--- src/rtl/tl_pkg.sv ---
// tl_pkg: shared phase, mode and 7-segment definitions for the traffic-light controller
package tl_pkg;
    typedef enum logic [1:0] {GREEN, YELLOW, ALLRED, FLASH} phase_t;
    localparam logic [1:0] MODE_AUTO   = 2'b00;
    localparam logic [1:0] MODE_MANUAL = 2'b01;
    localparam logic [1:0] MODE_FLASH  = 2'b10;
    localparam logic [6:0] SEG_BLANK   = 7'b1111111;
    localparam logic [9:0][6:0] SEG_TABLE = {
        7'b0000100, 7'b0000000, 7'b0001111, 7'b0100000, 7'b0100100,
        7'b1001100, 7'b0000110, 7'b0010010, 7'b1001111, 7'b0000001
    };
endpackage

--- src/rtl/seg7_decode.sv ---
// seg7_decode: decimal digit to active-low abcdefg segments with blanking
module seg7_decode
    import tl_pkg::*;
(
    input  logic [3:0] digit,
    input  logic       blank,
    output logic [6:0] seg
);
    assign seg = (blank || digit > 4'd9) ? SEG_BLANK : SEG_TABLE[digit];
endmodule

--- src/rtl/traffic_light_ctrl_n.sv ---
// traffic_light_ctrl_n: round-robin N-lane light sequencer with clearance, countdown, manual and flash modes
module traffic_light_ctrl_n
    import tl_pkg::*;
#(
    parameter int NUM_LANES   = 2,
    parameter int TICK_DIV    = 50_000_000,
    parameter int TIME_GREEN  = 15,
    parameter int TIME_YELLOW = 3,
    parameter int TIME_ALLRED = 1,
    localparam int LW = (NUM_LANES > 2) ? $clog2(NUM_LANES) : 1
) (
    input  logic                 clk,
    input  logic                 reset,
    input  logic [1:0]           mode,
    input  logic                 manual_next,
    output logic [NUM_LANES-1:0] red,
    output logic [NUM_LANES-1:0] yellow,
    output logic [NUM_LANES-1:0] green,
    output logic [LW-1:0]        active_lane,
    output logic [6:0]           seg_tens,
    output logic [6:0]           seg_ones
);
    localparam int PW = (TICK_DIV > 1) ? $clog2(TICK_DIV) : 1;
    phase_t               state_q, state_d;
    logic [LW-1:0]        lane_q, lane_d, next_lane;
    logic [6:0]           rem_q, rem_d;
    logic                 blink_q, blink_d;
    logic [PW-1:0]        pre_q, pre_d;
    logic                 tick;
    logic [NUM_LANES-1:0] onehot;
    logic [3:0]           tens, ones;

    assign tick      = pre_q == PW'(TICK_DIV - 1);
    assign next_lane = (lane_q == LW'(NUM_LANES - 1)) ? '0 : lane_q + 1'b1;

    always_comb begin
        state_d = state_q;
        lane_d  = lane_q;
        rem_d   = rem_q;
        blink_d = blink_q;
        pre_d   = tick ? '0 : pre_q + 1'b1;
        if (mode >= MODE_FLASH) begin
            state_d = FLASH;
            blink_d = (state_q != FLASH) | (blink_q ^ tick);
        end else if (state_q == FLASH) begin
            // parking on the last lane makes the following ALLRED->GREEN step land on lane 0
            state_d = ALLRED;
            rem_d   = 7'(TIME_ALLRED);
            lane_d  = LW'(NUM_LANES - 1);
        end else if (state_q == GREEN && mode == MODE_MANUAL) begin
            state_d = manual_next ? YELLOW : state_q;
            rem_d   = manual_next ? 7'(TIME_YELLOW) : rem_q;
        end else if (tick) begin
            state_d = (rem_q != 7'd1) ? state_q : (state_q == GREEN) ? YELLOW : (state_q == YELLOW) ? ALLRED : GREEN;
            rem_d   = (rem_q != 7'd1) ? rem_q - 1'b1 : (state_q == GREEN) ? 7'(TIME_YELLOW) :
                      (state_q == YELLOW) ? 7'(TIME_ALLRED) : 7'(TIME_GREEN);
            lane_d  = (rem_q == 7'd1 && state_q == ALLRED) ? next_lane : lane_q;
        end
    end

    always_ff @(posedge clk) begin
        if (reset) begin
            state_q <= GREEN;
            lane_q  <= '0;
            rem_q   <= 7'(TIME_GREEN);
            blink_q <= 1'b0;
            pre_q   <= '0;
        end else begin
            state_q <= state_d;
            lane_q  <= lane_d;
            rem_q   <= rem_d;
            blink_q <= blink_d;
            pre_q   <= pre_d;
        end
    end

    always_comb begin
        onehot      = NUM_LANES'(1) << lane_q;
        green       = (state_q == GREEN) ? onehot : '0;
        yellow      = (state_q == YELLOW) ? onehot : (state_q == FLASH) ? {NUM_LANES{blink_q}} : '0;
        red         = (state_q == ALLRED) ? '1 : (state_q == FLASH) ? '0 : ~onehot;
        active_lane = lane_q;
        tens        = 4'(rem_q / 7'd10);
        ones        = 4'(rem_q % 7'd10);
    end

    seg7_decode u_tens (.digit(tens), .blank(state_q == FLASH), .seg(seg_tens));
    seg7_decode u_ones (.digit(ones), .blank(state_q == FLASH), .seg(seg_ones));
endmodule

--- config.mk ---
export PLATFORM = sky130hd
export DESIGN_NAME = traffic_light_ctrl_n
export DESIGN_NICKNAME = d
export VERILOG_FILES = /design/src/rtl/tl_pkg.sv /design/src/rtl/seg7_decode.sv /design/src/rtl/traffic_light_ctrl_n.sv
export SDC_FILE = /design/constraint.sdc
export NUM_CORES = 1
export LEC_CHECK = 0
export ABC_CLOCK_PERIOD_IN_PS = 8470
export CORE_ASPECT_RATIO = 1.5
export CORE_UTILIZATION = 45
export CTS_CLUSTER_DIAMETER = 50
export DETAILED_ROUTE_END_ITERATION = 8
export GPL_TIMING_DRIVEN = 0
export PLACE_DENSITY = 0.73
export SKIP_LAST_GASP = 1
export SLEW_MARGIN = 20
export SYNTH_ARGS = -nofsm -noshare
export SYNTH_HDL_FRONTEND = slang
export SYNTH_SLANG_ARGS = --single-unit
--- constraint.sdc ---
create_clock -name clk -period 8.47 [get_ports clk]
set_input_delay 0.847 -clock clk [delete_from_list [all_inputs] [get_ports clk]]
set_output_delay 0.847 -clock clk [all_outputs]
set_load 0.02 [all_outputs]
==> results.md <==
- The data arrival time at the worst-slack endpoint is 4480 ps.
- The startpoint type of the worst setup path is a flop.
- The area of the die is 6830 µm².
- The number of nets produced by synthesis is 394.
- The required arrival time at the worst endpoint is 7620 ps.
- The worst path needs 5320 ps of the cycle, external delays included.
- The final RePlAce weighted congestion is 0.919.
- The flow ran to the end, and the final reports show no timing, DRC or antenna violations.
- The cell with the biggest individual delay on the critical path is sky130_fd_sc_hd__clkdlybuf4s50_1.
- The count of final max-slew check failures came to 0.
- The period utilization is 62.9%.
- Of the cells placed in the final design, the portion with a size suffix greater than 1 is 12.3%.
- TritonCTS built the clock tree.
- In this design, the stage delay of the slowest critical-path cell is 670 ps.
- The origin of the worst min-delay path is pre_q[0].
- The CTS sink count is 37.
- The root buffer cell chosen for the clock tree is sky130_fd_sc_hd__clkbuf_8.
- The total buffers and inverters traversed by the critical path is 3.
- In the routed layout, each cell is associated on average with a via count of 5.61.
- The worst register-to-register path has a setup slack of 6250 ps.
- Global routing used 20.2% of the available tracks across all layers.
- Buffers placed on the I/O ports in this run total 24.
- The row count is 35.
- The placeable core region is 6220 µm².
- The clock arrives with 4.49 ps of skew.
- Yosys printed 0 warnings.
- The static leakage is 0.00130 µW.
- Once the clock tree was built, the resizer swapped 0 gates to a different size.
- After synthesis the cells add up to 2920 µm².
- The startpoint identified for the worst register-to-register timing path is pre_q[6].
- The sequential cell fraction of total power is 47.9%.
- Counting instances, the worst hold path has a depth of 1.
- Clock tree synthesis inserted a total of 5 buffers.
- The share of power burned in the clock network is 32.3%.
- The share of synthesized flip-flops with an asynchronous set or reset is 0%.
- The flop and latch count out of synthesis is 37.
- The maximum number of pins on one net before global-route repair is 13.
- The via count is 2691.
- The worst setup path is captured at a primary output.
- The first detailed-routing pass took 4 iterations.
- The height of the chip is 101 µm.
- The worst path meets setup with 3150 ps of slack.
- The number of antenna diodes in the final layout is 0.
- After the first detailed-routing iteration, the DRC count stood at 140.
- The min-delay analysis places its worst path in the category reg -> reg.
- The average wire per cell in the routed design is 13.7 µm.
- The worst-path maximum fanout is 9.
- The worst register-to-register path ends at rem_q[6].
- The number of global-route vias before repair is 2491.
- The area overhead of the layout relative to synthesis is 14.3%.
- The critical path class is reg -> out.
- Hold repair after CTS inserted 0 buffers.
- The fraction of the yosys area taken by sequential cells is 25.3%.
- The worst ir drop on vdd is 0.000163 V.
- The internal portion of the total power is 266 µW.
- The DRC violations left is 0.
- The synthesized area per cell is 7.82 µm².
- The starting density of the core is 47.0%.
- The later pin in the worst-skew pair is clocked with a latency of 290 ps.
- The number of placed I/O pins is 26.
- The post-detailed-route count of antenna-violating nets is 0.
- The kind of cell adding the most delay to the critical path is simple AND/OR/NAND/NOR gates.
- After clock tree synthesis, the setup repair step added 0 buffers.
- For this block, the routed nets add up to 6.58 mm of wire.
- Walking the worst path, the cells encountered are nand2b_1, buf_4, o21ai_1, a21oi_1, o221a_2, ha_1, inv_1, o21ai_1, a21oi_1, nor4_4, xnor2_1, ha_1, nor2_1, nor4b_1, nor3_1, clkdlybuf4s50_1.
- The HPWL after detailed placement is 5.03 mm.
- In this run the power spent charging and discharging nets is 109 µW.
- The final setup TNS is 0 ps.
- The cell depth of the worst flop-to-flop path is 8.
- The x dimension of the die is 67.8 µm.
- The dominant synthesized flop cell is sky130_fd_sc_hd__dfxtp_1.
- The wire length of the first global-routing pass is 10.8 mm.
- The ratio of total power to cell area is 112 nW/µm².
- The initial antenna violation count is 0.
- Before CTS, the worst setup slack after placement is 3480 ps.
- Setup violations remaining at the end of the flow were counted as 0.
- The number of enable flip-flop cells after synthesis is 0.
- The maximum level of the CTS H-tree is 2.
- The worst pin sits at a relative slew slack of 56.5%.
- The post-CTS clock slew at the launch and capture registers of the worst setup and hold paths is 80 ps.
- The final count of hold timing violations is 0.
- The fill cell instance count of the final layout is 590.
- The net switching fraction of the power is 29.2%.
- The cell count after synthesis came out at 374.
- The final layout contains 425 nets.
- The critical path launch point is rem_q[6].
- The unique cell type count in the Yosys netlist is 70.
- Setup repair after global routing left no endpoint under its margin.
- The clock tree buffer depth is 2.
- The number of maximum-capacitance constraint violations is 0.
- The leftover overflow at the end of global routing is 0.
- The logic gate share of total power is 19.7%.
- The endpoint with the worst hold slack is pre_q[0].
- For the pin with the worst max-slew slack, the measured transition is 652 ps.
- For this run, the top clock speed supported by timing is 0.188 GHz.
## worst max-delay path by stage
stage	depth (start not counted)	slack (ps)	end
global placement	16	3600	seg_ones[6]
detailed placement	16	3480	seg_ones[0]
finish	16	3150	seg_ones[0]
global route	16	2830	seg_ones[0]
floorplan	16	4370	seg_ones[0]
CTS	16	3140	seg_ones[0]
## worst reg2reg max path, delay by kind of cell, from the launching register on
family                 cells  cell delay (ps)
AOI/OAI and AO/OA          1               80
buffers and inverters      1              140
and+or+nand+nor            6             1500
DFF                        1              380
## power by group through the flow
stage | logic (µW) | clock network [µW] | registers (µW)
finish | 74.1 | 121 | 180
global route | 80.9 | 132 | 180
CTS | 74.6 | 124 | 180
detailed placement | 74.4 | 0 | 184
global placement | 73.1 | 0 | 184
floorplan | 49.0 | 0 | 183
## stage by stage
stage	utilization (%)	hold slack [ps]	instance area, µm²	power (µW)	cells
after floorplan	-	418	2920	232	374
after global placement	52.4	427	3260	257	472
after detailed placement	52.4	440	3260	258	472
after CTS	53.8	451	3340	379	480
after global routing	53.8	481	3340	393	480
final	53.8	444	3340	375	480
## flip-flops by register name, summed over array words and instances (netlist names)
signal       count
pre_q           26
rem_q            7
state_q          2
active_lane      1
blink_q          1
## Yosys cell counts (11+ instances only)
library cell              instances  area, µm²
sky130_fd_sc_hd__nand2_1         24       90.1
sky130_fd_sc_hd__dfxtp_1         37        741
sky130_fd_sc_hd__xnor2_1         14        123
sky130_fd_sc_hd__ha_1            15        188
sky130_fd_sc_hd__inv_1           18       67.6
sky130_fd_sc_hd__o21ai_0         21        105
sky130_fd_sc_hd__nand3_1         17       85.1
sky130_fd_sc_hd__xor2_1          14        123
sky130_fd_sc_hd__a21oi_1         25        125
sky130_fd_sc_hd__buf_4           11       82.6
sky130_fd_sc_hd__nor3_1          12       60.1
sky130_fd_sc_hd__nor2_1          48        180
## cells in the final DEF (no fill, tap or decap), drive strengths merged, types with 2 or more instances in the layout
master,n
a32oi,2
inv,19
nand2,25
mux2i,4
nand3,17
o22ai,2
nor4,6
o31ai,3
o211ai,2
xnor2,14
clkbuf,12
clkdlybuf4s50,24
and2,3
clkinv,2
a221oi,2
o21a,2
a211oi,4
nor4b,4
nor3b,5
a21oi,25
and3b,3
nand4,4
nor3,12
nor2b,5
and3,5
or3,5
nand2b,8
dfxtp,37
ha,15
nor2,49
o21ai,29
a21o,3
buf,17
or2,3
xor2,14
and4bb,2
## layout make-up
cell class,instances,area (µm²),area share (%)
clock inverters,3,17.5,0.524
inverters,19,71.3,2.13
multi-input cells,294,1950,58.3
clock buffers,5,68.8,2.06
flip-flops and latches,37,741,22.2
plain buffers,24,161,4.83
well taps,74,92.6,2.77
repair buffers,24,240,7.19
## per-layer routing
metal | global-route usage, % | routed length, µm
met5 | 0 | 0
met3 | 2.49 | 153
met1 | 21.7 | 2660
met2 | 38.0 | 3590
met4 | 8.33 | 173
## kinds of logic (layout without fill, tap and decap cells)
logic type / Yosys count / in the layout / synth area share [%]
buf+inv: 43 / 75 / 7.96
xor+xnor: 28 / 28 / 8.39
fa+ha+maj: 16 / 16 / 6.76
flops: 37 / 37 / 25.3
mux: 4 / 4 / 1.37
simple gates: 159 / 159 / 30.4
compound gates: 87 / 87 / 19.8
No activity file was read; power rests on OpenSTA's default activity.
